File: src/rtl/latch_stim_pkg.sv
// Shared types and defaults for the latch_stim_tx serial stimulus transmitter.
package latch_stim_pkg;

    localparam int DEFAULT_WIDTH      = 8;
    localparam int DEFAULT_BIT_CYCLES = 4;

    typedef enum logic [1:0] {
        IDLE,
        SHIFT,
        DONE
    } state_t;

    // Even parity over a word of up to 64 bits; narrower words are zero-extended by the caller.
    function automatic logic even_parity(input logic [63:0] word);
        return ^word;
    endfunction

endpackage

File: src/rtl/latch_stim_tx_bit_timer.sv
// Per-bit cycle counter for latch_stim_tx: counts 0..BIT_CYCLES-1 and flags the period edges.
module bit_timer #(
    parameter int BIT_CYCLES = 4
) (
    input  logic clk,
    input  logic reset,
    input  logic clear,
    output logic first_cycle,
    output logic last_cycle
);

    localparam int CW = (BIT_CYCLES > 1) ? $clog2(BIT_CYCLES) : 1;
    localparam logic [CW-1:0] LAST = CW'(BIT_CYCLES - 1);

    logic [CW-1:0] count;

    // NOTE: sequential state is written with <= so every flop samples pre-edge values.
    always_ff @(posedge clk) begin
        if (reset || clear) begin
            count <= '0;
        end else if (count == LAST) begin
            count <= '0;
        end else begin
            count <= count + CW'(1);
        end
    end

    assign first_cycle = (count == '0);
    assign last_cycle  = (count == LAST);

endmodule

File: src/rtl/latch_stim_tx.sv
// Parallel-in, LSB-first serial transmitter driving a latch data/enable pair.
// Optional even-parity bit after the data word when LATCH_STIM_TX_PARITY_EN is defined.
module latch_stim_tx
    import latch_stim_pkg::*;
#(
    parameter int WIDTH      = DEFAULT_WIDTH,
    parameter int BIT_CYCLES = DEFAULT_BIT_CYCLES
) (
    input  logic             clk,
    input  logic             reset,
    input  logic [WIDTH-1:0] data_in,
    input  logic             load,
    output logic             ready,
    output logic             busy,
    output logic             serial_out,
    output logic             enable_out,
    output logic             done
);

`ifdef LATCH_STIM_TX_PARITY_EN
    localparam int FRAME_BITS = WIDTH + 1;
`else
    localparam int FRAME_BITS = WIDTH;
`endif
    localparam int BW = (WIDTH > 1) ? $clog2(WIDTH + 1) : 1;
    localparam logic [BW-1:0] LAST_BIT = BW'(FRAME_BITS - 1);

    state_t                state, state_next;
    logic [FRAME_BITS-1:0] shreg;
    logic [FRAME_BITS-1:0] load_word;
    logic [BW-1:0]         bit_cnt;
    logic                  first_cycle, last_cycle;
    logic                  last_bit;

`ifdef LATCH_STIM_TX_PARITY_EN
    // Parity helper takes a 64-bit word, so parity frames support WIDTH <= 64.
    assign load_word = {even_parity(64'(data_in)), data_in};
`else
    assign load_word = data_in;
`endif

    assign last_bit = (bit_cnt == LAST_BIT);

    // Timer is held at zero outside SHIFT so each frame starts on cycle 0 of bit 0.
    bit_timer #(
        .BIT_CYCLES(BIT_CYCLES)
    ) u_timer (
        .clk        (clk),
        .reset      (reset),
        .clear      (state != SHIFT),
        .first_cycle(first_cycle),
        .last_cycle (last_cycle)
    );

    always_ff @(posedge clk) begin
        if (reset) begin
            state <= IDLE;
        end else begin
            state <= state_next;
        end
    end

    always_ff @(posedge clk) begin
        if (reset) begin
            shreg   <= '0;
            bit_cnt <= '0;
        end else if (state == IDLE && load) begin
            shreg   <= load_word;
            bit_cnt <= '0;
        end else if (state == SHIFT && last_cycle) begin
            shreg   <= shreg >> 1;
            bit_cnt <= last_bit ? '0 : bit_cnt + BW'(1);
        end
    end

    // NOTE: every output of this block gets a default first so no latch is inferred.
    always_comb begin
        state_next = state;
        ready      = 1'b0;
        busy       = 1'b0;
        serial_out = 1'b0;
        enable_out = 1'b0;
        done       = 1'b0;
        unique case (state)
            IDLE: begin
                ready = 1'b1;
                if (load) state_next = SHIFT;
            end
            SHIFT: begin
                busy       = 1'b1;
                serial_out = shreg[0];
                // Cycle 0 of each bit is data setup; single-cycle bits strobe throughout.
                enable_out = (BIT_CYCLES == 1) || !first_cycle;
                if (last_cycle && last_bit) state_next = DONE;
            end
            DONE: begin
                busy       = 1'b1;
                done       = 1'b1;
                state_next = IDLE;
            end
            default: state_next = IDLE;
        endcase
    end

endmodule
File: config.mk
export PLATFORM = sky130hd
export DESIGN_NAME = latch_stim_tx
export DESIGN_NICKNAME = d
export VERILOG_FILES = /design/src/rtl/latch_stim_pkg.sv /design/src/rtl/latch_stim_tx_bit_timer.sv /design/src/rtl/latch_stim_tx.sv
export SDC_FILE = /design/constraint.sdc
export NUM_CORES = 1
export LEC_CHECK = 0
export CORE_MARGIN = 10
export CORE_UTILIZATION = 31
export DETAILED_ROUTE_END_ITERATION = 12
export GPL_TIMING_DRIVEN = 0
export HOLD_SLACK_MARGIN = 0.12
export PLACE_DENSITY = 0.55
export SYNTH_ARGS = -nofsm -noshare
export SYNTH_HDL_FRONTEND = slang
export SYNTH_SLANG_ARGS = --single-unit
File: constraint.sdc
create_clock -name clk -period 1.55 [get_ports clk]
set_input_delay 0.2325 -clock clk [delete_from_list [all_inputs] [get_ports clk]]
set_output_delay 0.2325 -clock clk [all_outputs]
set_load 0.1 [all_outputs]
; ---- Yosys cells after proc, flatten, opt, wreduce, memory -nomap -nowiden
; Cells that the tools add are included.
[classes]
add_sub_neg = 2
bitwise_logic = 0
n_eq_ne = 7
n_lt_le_gt_ge = 0
n_div = 0
reduce_logical = 12
shift = 0
mul = 0
mux = 11
[op_table]
columns = op, n
row1 = $mux 8, 2
row2 = $reduce_or 2->1, 3
row3 = $mux 1, 5
row4 = $add 4x1->4 const B, 1
row5 = $eq 2x2->1 const B, 2
row6 = $eq 4x3->1 const B, 1
row7 = $logic_not 2->1, 2
row8 = $mux 2, 2
row9 = $mux 4, 1
row10 = $ne 2x1->1 const B, 2
row11 = $pmux 2 s2, 1
row12 = $logic_and 1x1->1, 3
row13 = $add 2x1->2 const B, 1
row14 = $eq 2x1->1 const B, 1
row15 = $ne 2x2->1 const B, 1
row16 = $reduce_and 2->1, 1
row17 = $reduce_bool 2->1, 1
row18 = $logic_not 1->1, 1
row19 = $logic_or 1x1->1, 1
[word_totals]
n_memories = 0
word_cells = 36
input_bits = 11
latchBits = 0
rom_bits = 0
ramBits = 0
out_inout_bits = 5
reg_bits = 16

; ---- Depth between registers and ports, before layout
[depth]
ltp_word = 4
ltp_mapped = 6
mapped_depth_nobuf = 5

; ---- Modules after synthesis
; From an unflattened synthesis, not the netlist that was laid out.
[unflattened]
hier_cells = 87
area_unflattened_um2 = 807.0
[by_module_without_submodules]
columns = mod, cells_each, area_each_um2, seq_area_each_um2, n_inst
row1 = latch_stim_tx, 79, 706.9, 280.3, 1
row2 = bit_timer, 8, 100.1, 40.0, 1

; ---- Worst setup path after synthesis
; Ideal clock, no wire load.
[synth_path]
kind = register to output
from = reg state[1]
to = out enable_out
path_slack_ns = -0.609
n_path_buf = 0
path_stages_with_launch = 5
required_ns = 1.317
arrival_ns = 1.926
cell_sequence = dfxtp_1 -> inv_1 -> ha_1 -> inv_1 -> nor2_1
[synth_between]
elab_chain_len = 2
[synth_rtl]
columns = item, line_no
row1 = start: declaration, latch_stim_tx.sv:28  ; state_t state, state_next;
row2 = start signal: assignment, latch_stim_tx.sv:59  ; state <= state_next;
row3 = $eq 2x1->1, latch_stim_tx.sv:84  ; unique case (state)
row4 = $mux 1, latch_stim_tx.sv:84
row5 = end: declaration, latch_stim_tx.sv:16  ; output logic enable_out,
; No other way between the ends.

; ---- Worst setup path after layout
; Ends and elaborated chain as after synthesis.

==> results_dict.tcl <==
set metrics [dict create \
    path_max_fanout 4 \
    worst_ep_required_time_ps 1320 \
    grt_pass1_wl_um 3387 \
    setup_viol_count_final 0 \
    dp_hpwl_um 1435 \
    chipWidth_um 72.16 \
    clkSlewWorstSetupHoldPaths_ps 100 \
    clockBufferDepth 2 \
    drive_gt1_share_pct 33.04 \
    yosys-top-cells-count "16 x dfxtp_1, 12 x nand3_1, 9 x nand2_1, 9 x nor2_1" \
    ys_types 24 \
    relSlewSlack_pct 81.44 \
    synth_nets 108 \
    synth_ff_type "dfxtp_1" \
    area_growth_syn_to_layout_pct 38.72 \
    critPathKind "flop to output port" \
    routedWlPerCell_um 13.25 \
    overflow 0 \
    multi_input_area_um2 489.2 \
    tightest_slew_ps 274.5 \
    synth_edf_count 0 \
    vias_per_cell 4.986 \
    status "finished clean" \
    fin_util_pct 45.97 \
    maxSlewViolCount 0 \
    yosysMostFrequentCell "dfxtp_1" \
    hold_viol_final 0 \
    drc 0 \
    netlist_area_um2 843.3 \
    row_count 18 \
    finalCritPeriodShare_pct 99.42 \
    syn_avg_cell_area_um2 9.267 \
    dp_slack_ps -840.6 \
    yosys_warnings 0 \
    timing.final.ws_setup_ps 9.038 \
    drtPass1Iterations 4 \
    yosys.area.top_type_share_pct 37.98 \
    hold_path.class "flop to flop" \
    io_buffers 15 \
    seq_area_frac_synth_pct 37.98 \
    track_usage_pct 7.780 \
    fin_nets 133 \
    syn_inst 91 \
    finalWirelength_um 1921 \
    io-pin-count 16 \
    whs_ps 473.6 \
    start_util_pct 33.14 \
    fill_cells 270 \
    core-area_um2 2545 \
    ant_nets 0 \
    synth-async-reset-ratio_pct 0 \
    crit_chain "inv_2 > ha_4 > clkinvlp_4 > nor2_4 > buf_12" \
    path_delay_family "buffers and inverters" \
    drt_iter0_drc 30 \
    fin_crit_ps 1541 \
    grt_pass1_vias 762 \
    skew_ps 13.80 \
    die_height_um 72.16 \
    vias 723 \
    drv_cap 0 \
    crit_slowest_cell "dfxtp_2" \
    synthTopCellsByArea "dfxtp_1 38%, a311oi_2 11%, ha_1 8.9%" \
    start_kind "flop" \
    antenna_found_initial 0 \
    diodes 0 \
    cts_tree "done" \
    endpoint_kind "output port" \
    max_stage_delay_ps 340 \
    cp.arrival_ps 1310 \
    cts_sinks 16 \
    total_power_uw 992.3 \
    gp_congestion 0.7093 \
    leakage_nw 0.4411 \
    ys_ff_latch 16 \
    synth_area_leader_cell "dfxtp_1" \
    grt_max_degree 11 \
    clock-root-buffer "clkbuf_4" \
    crit_buf_inv 3 \
    tns_ps 0 \
    grt_setup_unrepaired "true" \
    htreeDepth 1 \
    power.density_nw_per_um2 848.2 \
    fmax_ghz 0.6489 \
    ir_drop_mv 0.6829 \
    tritoncts.num_buffers 3 \
    regArea_um2 322.8 \
    insertion_delay_ps 290 \
    die-area_um2 5206 \
]
==> per-stage QoR <==
step           area (um^2)  std cells
6_report              1170        145
5_1_grt               1170        145
4_1_cts               1111        140
3_5_place_dp          1037        136
3_3_place_gp          1037        136
2_1_floorplan        849.6         91
==> worst register-to-register path, stage by stage, from the launching register on <==
cell and delay (ps):
dfxtp_2 360, inv_2 60, ha_4 170, buf_4 130
nand2_2 80, buf_4 180, nand2_1 80, a311oi_2 260
==> final cells by class <==
class / count / share of cell area (%)
Buffer: 5 / 3.957
Clock buffer: 4 / 3.102
Inverter: 6 / 2.246
Multi-Input combinational cell: 64 / 41.82
Sequential cell: 16 / 27.59
Tap cell: 30 / 3.209
Timing Repair Buffer: 20 / 18.07
==> power by group <==
group	internal, mW	total [mW]	leakage (nW)	switching [mW]
clock network	0.143	0.280	0.0210	0.137
logic	0.118	0.264	0.288	0.146
registers	0.435	0.449	0.132	0.0131
==> per-layer routing <==
layer / part of all wire, % / track usage [%] / vias up / wire length (um)
met5: 0 / 0 / - / 0
met4: 0.42 / 1.290 / 0 / 8
met2: 48 / 13.02 / 12 / 924
met3: 5.2 / 3.673 / 2 / 99
met1: 46 / 8.879 / 339 / 889
li1: - / - / 370 / -
==> logic make-up (layout without fill, tap and decap cells) <==
kind of cell               count (synthesis)  count (layout)  synth area share, %
adders and majority gates                  6               6                8.902
and+or+nand+nor                           39              39                23.00
buffers and inverters                     11              35                6.973
DFF                                       16              16                37.98
AOI/OAI and AO/OA                         18              18                22.11
xor gates and xnor gates                   1               1                1.039
==> cell usage in the layout (no fill, tap or decap), types with 3 or more instances in the layout <==
cell type and instances:
nand2_1 9, dfxtp_1 14, buf_4 8, nand3_1 12, nor2_1 8, clkbuf_4 3
inv_1 4, a21oi_1 4, clkdlybuf4s50_1 10, a311oi_2 6, ha_1 4
==> worst paths after layout <==
check                              start                          end  slack (ps)  cells past startpoint
min          u_timer.count[0]$_SDFF_PP0_  u_timer.count[0]$_SDFF_PP0_         470                      1
max reg2reg        state[1]$_SDFFE_PP0P_        shreg[4]$_SDFFE_PP0P_         140                      7
max                state[1]$_SDFFE_PP0P_                   enable_out           9                      5
min reg2reg  u_timer.count[0]$_SDFF_PP0_  u_timer.count[0]$_SDFF_PP0_         470                      1
==> timing repair <==
item,4_1_cts,5_1_grt
resized for setup,44,6
setup buffers,0,5
setup endpoints to repair,5,4
gates cloned,0,0
pin swaps,1,3
hold buffers,0,0
==> sequential cells by signal (all words and copies together), names as in the netlist <==
signal and flops:
shreg 8, u_timer.count 2, bit_cnt 4, state 2
Note: power is estimated with default switching activity, not from simulation.
